File: src/rtl/hpdcache_sram_1rw_ctrl_pkg.sv
// rtl/hpdcache_sram_1rw_ctrl_pkg.sv - shared types and constants for the 1RW SRAM controller
package hpdcache_sram_1rw_ctrl_pkg;

  typedef enum logic {
    SRAM_ST_INIT = 1'b0,
    SRAM_ST_RUN  = 1'b1
  } sram_ctrl_state_e;

  // Priority flag encoding: which requester wins the next conflict
  localparam logic PRIO_WR = 1'b0;
  localparam logic PRIO_RD = 1'b1;

  // Requester slots on the two-way arbiter
  localparam int unsigned ARB_WR = 0;
  localparam int unsigned ARB_RD = 1;

endpackage

File: src/rtl/hpdcache_rr_arb2.sv
// rtl/hpdcache_rr_arb2.sv - two-way round-robin arbiter, priority flag kept by the caller
module hpdcache_rr_arb2
  import hpdcache_sram_1rw_ctrl_pkg::*;
(
  input  logic [1:0] req,
  input  logic       prio,
  output logic [1:0] gnt
);

  always_comb begin
    gnt = req;
    if (req == 2'b11) begin
      gnt = (prio == PRIO_WR) ? 2'b01 : 2'b10;
    end
  end

endmodule

File: src/rtl/hpdcache_sram_1rw_ctrl.sv
// rtl/hpdcache_sram_1rw_ctrl.sv - single-port SRAM front end: zeroing sweep, read/write arbitration, response hold
module hpdcache_sram_1rw_ctrl
  import hpdcache_sram_1rw_ctrl_pkg::*;
#(
  parameter int unsigned ADDR_SIZE = 6,
  parameter int unsigned DATA_SIZE = 64,
  parameter int unsigned NDATA     = 1,
  parameter int unsigned DEPTH     = 2**ADDR_SIZE
)(
  input  logic                            clk,
  input  logic                            rst,

  input  logic                            wr_valid,
  output logic                            wr_ready,
  input  logic [ADDR_SIZE-1:0]            wr_addr,
  input  logic [NDATA*DATA_SIZE-1:0]      wr_data,
  input  logic [NDATA*DATA_SIZE/8-1:0]    wr_be,

  input  logic                            rd_valid,
  output logic                            rd_ready,
  input  logic [ADDR_SIZE-1:0]            rd_addr,

  output logic                            rsp_valid,
  input  logic                            rsp_ready,
  output logic [NDATA*DATA_SIZE-1:0]      rsp_data,

  output logic                            sram_cs,
  output logic                            sram_we,
  output logic [ADDR_SIZE-1:0]            sram_addr,
  output logic [NDATA*DATA_SIZE-1:0]      sram_wdata,
  output logic [NDATA*DATA_SIZE/8-1:0]    sram_wbyteenable,
  input  logic [NDATA*DATA_SIZE-1:0]      sram_rdata,

  output logic                            init_done
);

  localparam int unsigned          WORD_W    = NDATA*DATA_SIZE;
  localparam logic [ADDR_SIZE-1:0] LAST_ADDR = ADDR_SIZE'(DEPTH - 1);

  sram_ctrl_state_e       r_state;
  sram_ctrl_state_e       w_state_nxt;
  logic [ADDR_SIZE-1:0]   r_init_cnt;
  logic [ADDR_SIZE-1:0]   w_init_cnt_nxt;
  logic                   r_prio;
  logic                   r_rsp_pend;
  logic                   r_rsp_first;
  logic [WORD_W-1:0]      r_rsp_hold;

  logic                   w_run;
  logic                   w_rsp_acc;
  logic                   w_rd_elig;
  logic                   w_rd_req;
  logic [1:0]             w_arb_req;
  logic [1:0]             w_gnt;
  logic                   w_conflict;

  assign w_run     = (r_state == SRAM_ST_RUN);
  assign w_rsp_acc = r_rsp_pend & rsp_ready;
  // A read may only issue if its response slot is free by the time the data comes back
  assign w_rd_elig = ~r_rsp_pend | w_rsp_acc;
  assign w_rd_req  = rd_valid & w_rd_elig;

  assign w_arb_req  = w_run ? {w_rd_req, wr_valid} : 2'b00;
  assign w_conflict = w_run & wr_valid & w_rd_req;

  hpdcache_rr_arb2 u_arb (
    .req  (w_arb_req),
    .prio (r_prio),
    .gnt  (w_gnt)
  );

  // Readies mirror the arbiter decision without looking at the requester's own valid
  assign wr_ready = w_run & ~(w_rd_req & (r_prio == PRIO_RD));
  assign rd_ready = w_run & w_rd_elig & ~(wr_valid & (r_prio == PRIO_WR));

  assign init_done = w_run;
  assign rsp_valid = r_rsp_pend;
  assign rsp_data  = r_rsp_first ? sram_rdata : r_rsp_hold;

  always_ff @(posedge clk) begin
    if (rst) begin
      r_state    <= SRAM_ST_INIT;
      r_init_cnt <= '0;
    end else begin
      r_state    <= w_state_nxt;
      r_init_cnt <= w_init_cnt_nxt;
    end
  end

  always_comb begin
    w_state_nxt      = r_state;
    w_init_cnt_nxt   = r_init_cnt;
    sram_cs          = 1'b0;
    sram_we          = 1'b0;
    sram_addr        = wr_addr;
    sram_wdata       = wr_data;
    sram_wbyteenable = wr_be;
    unique case (r_state)
      SRAM_ST_INIT: begin
        sram_cs          = 1'b1;
        sram_we          = 1'b1;
        sram_addr        = r_init_cnt;
        sram_wdata       = '0;
        sram_wbyteenable = '1;
        if (r_init_cnt == LAST_ADDR) begin
          w_state_nxt = SRAM_ST_RUN;
        end else begin
          w_init_cnt_nxt = r_init_cnt + ADDR_SIZE'(1);
        end
      end
      SRAM_ST_RUN: begin
        if (w_gnt[ARB_WR]) begin
          sram_cs = 1'b1;
          sram_we = 1'b1;
        end else if (w_gnt[ARB_RD]) begin
          sram_cs   = 1'b1;
          sram_addr = rd_addr;
        end
      end
      default: begin
        w_state_nxt = SRAM_ST_INIT;
      end
    endcase
  end

  always_ff @(posedge clk) begin
    if (rst) begin
      r_prio      <= PRIO_WR;
      r_rsp_pend  <= 1'b0;
      r_rsp_first <= 1'b0;
    end else begin
      if (w_conflict) begin
        r_prio <= ~r_prio;
      end
      r_rsp_first <= w_gnt[ARB_RD];
      if (w_gnt[ARB_RD]) begin
        r_rsp_pend <= 1'b1;
      end else if (w_rsp_acc) begin
        r_rsp_pend <= 1'b0;
      end
    end
  end

  // The SRAM output is only trustworthy for one cycle; later writes may disturb it
  always_ff @(posedge clk) begin
    if (r_rsp_first) begin
      r_rsp_hold <= sram_rdata;
    end
  end

endmodule

File: config.mk
export PLATFORM = sky130hd
export DESIGN_NAME = hpdcache_sram_1rw_ctrl
export DESIGN_NICKNAME = d
export VERILOG_FILES = /design/src/rtl/hpdcache_sram_1rw_ctrl_pkg.sv /design/src/rtl/hpdcache_rr_arb2.sv /design/src/rtl/hpdcache_sram_1rw_ctrl.sv
export SDC_FILE = /design/constraint.sdc
export NUM_CORES = 1
export LEC_CHECK = 0
export CORE_AREA = 2 2 118 120
export CTS_CLUSTER_SIZE = 28
export DETAILED_ROUTE_END_ITERATION = 8
export DIE_AREA = 0 0 120 122
export PLACE_DENSITY = 0.66
export SLEW_MARGIN = 10
export SYNTH_ARGS = -nofsm -noshare
export SYNTH_HDL_FRONTEND = slang
export SYNTH_HIERARCHICAL = 1
export SYNTH_SLANG_ARGS = --single-unit
File: constraint.sdc
create_clock -name clk -period 2.2 [get_ports clk]
set_clock_uncertainty 0.1 [all_clocks]
set_input_delay 0.33 -clock clk [delete_from_list [all_inputs] [get_ports clk]]
set_output_delay 0.33 -clock clk [all_outputs]
set_load 0.02 [all_outputs]
---- Word level (Yosys, flattened, before mapping) ----
Index checks and enable logic that the tools add are counted.
word-level totals
  bits in registers ....................... 74
  input port bits ......................... 153
cells by class
  reduce and logical (&&, ||, !) cells .... 2
  eq/ne operators ......................... 2
  bitwise operators ....................... 16
  mux-type cells .......................... 18
  $add $sub $neg .......................... 1
operator list
  operator                                                        number
  64-bit 2-to-1 mux                                               2
  6-bit 2-to-1 mux                                                2
  6-bit case mux with 2 select lines                              1
  1-bit AND                                                       9
  8-bit 2-to-1 mux                                                1
  1-bit 2-to-1 mux                                                7
  6-bit by 1-bit adder with 6-bit output (second input constant)  1
  6-bit equality test (second input constant)                     1
  2-bit 2-to-1 mux                                                3
  1-bit inverter                                                  6
  1-bit case mux with 2 select lines                              2
  2-bit equality test (second input constant)                     1
  2-bit AND reduction                                             1
  2-bit nonzero test                                              1
  1-bit OR                                                        1

---- Depth between registers and ports, before layout ----
Gate-level depths: netlist of the first run.
  depth after elaboration ................. 9
  depth in mapped cells ................... 8
  depth with buffers taken out ............ 6

---- Cells and area by module ----
Netlist of the first run, hierarchy kept.
by module, submodules not included
  module                  area an instance (µm²)  sequential area each (µm²)  times used  cells an instance
  hpdcache_sram_1rw_ctrl  3180.6                  1481.4                      1           297
  hpdcache_rr_arb2        18.8                    0.0                         1           3

---- Worst setup path before layout of the first run ----
OpenSTA, ideal clock, no wires.
  kind .................................... register -> output
  start ................................... register r_state (netlist: init_done)
  end ..................................... output port sram_addr[0]
  arrival time ............................ 2.009 ns
  path slack .............................. -0.239 ns
  cell stages (with the launch flop) ...... 9
  path through ............................ dfxtp_1 > buf_2 > buf_2 > and3_1 > a21boi_1 > nor2b_1 > buf_2 > mux2i_1 > a21oi_1
between the ends
  longest elaborated chain between the ends .. 6
  elaborated cells between the ends (all ways) .. 7
  those cells by class .................... eq/ne (1); mux (5); bitwise (1)
RTL lines
  item                                    line                           source
  start, declared                         hpdcache_sram_1rw_ctrl.sv:40   sram_ctrl_state_e r_state;
  start signal, assigned                  hpdcache_sram_1rw_ctrl.sv:85   r_state <= w_state_nxt;
  2-bit 2-to-1 mux (*)                    hpdcache_sram_1rw_ctrl.sv:63   assign w_arb_req = w_run ? {w_rd_req, wr_valid} : 2'b00;
  named net w_arb_req[1]                  hpdcache_sram_1rw_ctrl.sv:53   logic [1:0] w_arb_req;
  2-bit equality test                     hpdcache_rr_arb2.sv:12         if (req == 2'b11) begin
  2-bit 2-to-1 mux (*)                    hpdcache_rr_arb2.sv:12
  named net w_gnt[1]                      hpdcache_sram_1rw_ctrl.sv:54   logic [1:0] w_gnt;
  6-bit 2-to-1 mux (*)                    hpdcache_sram_1rw_ctrl.sv:115  end else if (w_gnt[ARB_RD]) begin
  6-bit 2-to-1 mux (*)                    hpdcache_sram_1rw_ctrl.sv:112  if (w_gnt[ARB_WR]) begin
  6-bit case mux with 2 select lines (*)  hpdcache_sram_1rw_ctrl.sv:98   unique case (r_state)
  end, declared                           hpdcache_sram_1rw_ctrl.sv:29   output logic [ADDR_SIZE-1:0] sram_addr,
Mark *: on every way through the listed nets, which the timed path passes. The rest lies on a longest branch.

---- Final worst setup path of the first run ----
  start ................................... register r_rsp_pend (netlist: rsp_valid)
  end ..................................... output port sram_addr[5]
between the ends
  longest elaborated chain between the ends .. 9
  elaborated cells between the ends (all ways) .. 10
  those cells by class .................... eq/ne (1); mux (5); bitwise (4)
RTL lines
  item                                                line                                                        source
  start, declared                                     hpdcache_sram_1rw_ctrl.sv:45                                logic r_rsp_pend;
  start signal, assigned                              hpdcache_sram_1rw_ctrl.sv:129                               r_rsp_pend <= 1'b0;
  start signal, assigned                              hpdcache_sram_1rw_ctrl.sv:137                               r_rsp_pend <= 1'b1;
  start signal, assigned                              hpdcache_sram_1rw_ctrl.sv:139                               r_rsp_pend <= 1'b0;
  1-bit AND / 1-bit inverter (equally long branches)  hpdcache_sram_1rw_ctrl.sv:58, hpdcache_sram_1rw_ctrl.sv:60
  1-bit OR (*)                                        hpdcache_sram_1rw_ctrl.sv:60                                assign w_rd_elig = ~r_rsp_pend | w_rsp_acc;
  1-bit AND (*)                                       hpdcache_sram_1rw_ctrl.sv:61                                assign w_rd_req = rd_valid & w_rd_elig;
  2-bit 2-to-1 mux (*)                                hpdcache_sram_1rw_ctrl.sv:63
  named net w_arb_req[1]                              hpdcache_sram_1rw_ctrl.sv:53
  2-bit equality test                                 hpdcache_rr_arb2.sv:12
  2-bit 2-to-1 mux (*)                                hpdcache_rr_arb2.sv:12
  named net w_gnt[1]                                  hpdcache_sram_1rw_ctrl.sv:54
  6-bit 2-to-1 mux (*)                                hpdcache_sram_1rw_ctrl.sv:115
  6-bit 2-to-1 mux (*)                                hpdcache_sram_1rw_ctrl.sv:112
  6-bit case mux with 2 select lines (*)              hpdcache_sram_1rw_ctrl.sv:98
Marks and branches as above.

==> results by group, run 1 <==
Power
  • P_leak: 0.00323 uW
  • Peak supply drop: 315 uV
  • Pwr Density: 557 nW/um2
  • Total power: 3730 uW

GRT
  • Initial antenna violation count: 1
  • Pin count of the biggest net entering global routing: 96
  • GRT Util Overall: 16.6%
  • First-pass GRT wire length: 18.7 mm
  • Vias in the first global route: 3,612
  • Global route overflow: 0

Synthesis
  • Mapped Avg Cell Area: 10.7 um2
  • Ys Warns: 6
  • Cell area after synthesis: 3200 um2
  • Yosys top cell area share: 46.3%
  • #FFs+latches synth: 74
  • Seq/Total Area, Yosys: 46.3%
  • Most used flip-flop cell after synthesis: dfxtp_1
  • Count of mapped cells out of synthesis: 300
  • Synth unique cells: 32
  • Top cells by area, synth: dfxtp_1 (46%), mux2_2 (23%), and2_1 (13%), nand2b_1 (2.3%), mux2i_1 (1.9%)
  • Post-synth EDFFs: 0
  • Syn Nets: 454
  • Post-synth ARST share: 0%
  • Leading area contributor after synthesis: dfxtp_1

Finish
  • Layout fillers: 1,298
  • Layout cells sized above 1: 20.0%
  • Final non-filler cell total: 791
  • Layout area overhead: 109%
  • Final #Nets: 759
  • Most common cell after layout, fill and taps aside: clkdlybuf4s50_1
  • Area taken by multi-input logic gates: 1660 um2
  • Fin util: 49.6%
  • Register area: 1490 um2
  • Most frequent cells in the layout: clkdlybuf4s50_1 (152), dlygate4sd2_1 (140), dfxtp_1 (71)

CTS
  • Clock latency on the worst-skew pair: 0.32 ns
  • CTS Buffer Depth: 2
  • CTS clk-pin slew, worst paths: 0.06 ns
  • H-Tree Depth: 3
  • Sink Count: 74
  • CTS tree: yes
  • CTS Buf Count: 9
  • Clock Tree Root: clkbuf_16

Critical path
  • Crit Path Max Fanout: 6
  • Highest-delay cell along the critical path: dfxtp_2
  • Endpoint class of the critical path: output pin
  • Worst Path Arrival: 1.88 ns
  • Crit-path max cell delay: 0.33 ns
  • Crit path cell chain: nand2b_4 > and3_4 > a21boi_4 > nor2b_4 > buf_8 > mux2i_1 > a21oi_2 > buf_2
  • Setup crit start kind: register
  • Crit Path Class: register to output pin
  • Critical Path RT: 1.77 ns

Route
  • DRC violations left: 0
  • DRT iter0 DRCs: 82
  • Drt total wl: 12.9 mm
  • Avg WL per Cell: 16.3 um
  • Drt pass-1 iters: 4
  • DR vias: 3,352
  • Vias per cell: 4.24
  • Final ANT Viol Nets: 0

STA
  • Fin worst setup slack: -0.115 ns
  • Measured slew at the worst slew-check pin: 0.353 ns
  • Final period util: 105%
  • Minimum clock period: 2.31 ns
  • Fin. max-slew vios: 0
  • Peak Freq: 432 MHz
  • Final setup fails: 6
  • RSZ-0062 raised after global routing: yes
  • Fin. Hold Viols: 0
  • Slew HR: 75.8%

Place
  • # port buffers: 300
  • GP Congestion: 0.841
  • Post-DP HPWL: 10.0 mm
  • Cells after DPL: 772

Flow run
  • Max cap viols: 0

Floorplanning
  • Core box area: 13,500 um2
  • Die area: 14,600 um2
  • # rows: 43
  • Die height: 122 um
  • Initial cell density of the core: 23.7%
  • Die Width: 120 um
  • I/O Pins: 301

Hold path
  • Hold Path Class: register to register

Outcome
  • Status: finished, violations left
  • Violated checks: setup timing
per-stage QoR:
stage,TNS [ns],worst slack (ns),hold WS (ns),instance area [um2]
2_1_floorplan,0,0.0207,0.373,3230
3_3_place_gp,-5.02,-0.755,0.354,6450
5_1_grt,-1.06,-0.186,0.385,6700
3_5_place_dp,-5.41,-0.783,0.361,6450
4_1_cts,-0.593,-0.115,0.371,6640
6_report,-0.615,-0.115,0.367,6700
where the power goes:
part / leakage [uW] / internal, uW / switching, uW
combinational: 0.00247 / 420 / 278
clock: 0.000153 / 997 / 559
sequential: 0.000607 / 1430 / 47.0
total: 0.00323 / 2850 / 883
area by class of cell:
| type | count | area share [%] |
|---|---|---|
| Antenna cell | 1 | 0.0374 |
| Multi-Input combinational cell | 200 | 24.8 |
| Clock inverter | 6 | 1.35 |
| Tap cell | 180 | 3.36 |
| Clock buffer | 10 | 3.42 |
| Inverter | 6 | 0.336 |
| Sequential cell | 74 | 22.2 |
| Timing Repair Buffer | 314 | 44.5 |
state kept, by name, indices dropped and copies added, names as in the netlist:
name / flops
r_rsp_hold: 64
init_done: 1
r_prio: 1
rsp_valid: 1
r_rsp_first: 1
r_init_cnt: 6
timing repair:
action / CTS / global route
setup buffers: 1 / 0
endpoints found under the setup margin: 141 / 9
gates cloned: 0 / 1
pin swaps: 3 / 2
gates resized for setup: 183 / 10
hold buffers: 0 / 0
logic make-up (layout without fill, tap and decap cells):
| logic type | Yosys count | in the layout | share of synthesized area [%] |
|---|---|---|---|
| adder cells (fa/ha/maj) | 1 | 1 | 0.391 |
| buffers and inverters | 26 | 336 | 4.30 |
| multiplexers | 71 | 71 | 24.8 |
| AO/OA/AOI/OAI | 24 | 24 | 4.73 |
| flip-flops | 74 | 74 | 46.3 |
| other | 0 | 1 | 0 |
| AND/OR/NAND/NOR | 104 | 104 | 19.5 |
worst max-delay path, delay by kind of cell (launching register included):
kind | cells | cell delay (ns)
and+or+nand+nor | 3 | 0.44
muxes | 1 | 0.23
buffers and inverters | 2 | 0.31
AOI/OAI and AO/OA | 2 | 0.25
DFF | 1 | 0.33
Yosys cell counts, drive strengths merged, types with 2 or more instances:
cell type	count
nor3	2
a31oi	5
nor2	10
a21boi	2
buf	12
clkbuf	8
nand4	2
nand2	3
dfxtp	74
mux2i	6
and4b	2
inv	6
nand3	2
mux2	65
and3	3
a21oi	10
and2	66
nand2b	12
worst paths after layout:
path | from | to | slack (ns) | depth (start not counted)
min reg2reg | r_rsp_hold[54]$_DFF_P_ | r_rsp_hold[54]$_DFF_P_ | 0.37 | 1
max reg2reg | init_done$_SDFF_PP0_ | r_init_cnt[5]$_SDFFE_PP0P_ | 0.59 | 5
max | rsp_valid$_SDFFE_PP0P_ | sram_addr[5] | -0.11 | 8
min | r_rsp_hold[54]$_DFF_P_ | r_rsp_hold[54]$_DFF_P_ | 0.37 | 1
metal layers:
| layer | vias up | global-route usage (%) | routed length [um] |
|---|---|---|---|
| met3 | 17 | 8.75 | 1580 |
| met4 | 0 | 5.44 | 274 |
| met1 | 1528 | 15.1 | 4360 |
| met5 | - | 0 | 0 |
| li1 | 1625 | - | - |
| met2 | 182 | 31.5 | 6650 |
(Power assumes the default switching activity.)
==> run 2, diff against run 1 <==
--- a/config.mk
+++ b/config.mk
@@ -6,9 +6,11 @@
 export NUM_CORES = 1
 export LEC_CHECK = 0
 export CORE_AREA = 2 2 118 120
+export CTS_CLUSTER_DIAMETER = 60
 export CTS_CLUSTER_SIZE = 28
 export DETAILED_ROUTE_END_ITERATION = 8
 export DIE_AREA = 0 0 120 122
+export HOLD_SLACK_MARGIN = 0.08
 export PLACE_DENSITY = 0.66
 export SLEW_MARGIN = 10
 export SYNTH_ARGS = -nofsm -noshare
==> results of run 2 <==
No change in the layout: final DEF, timing and power equal those of run 1.
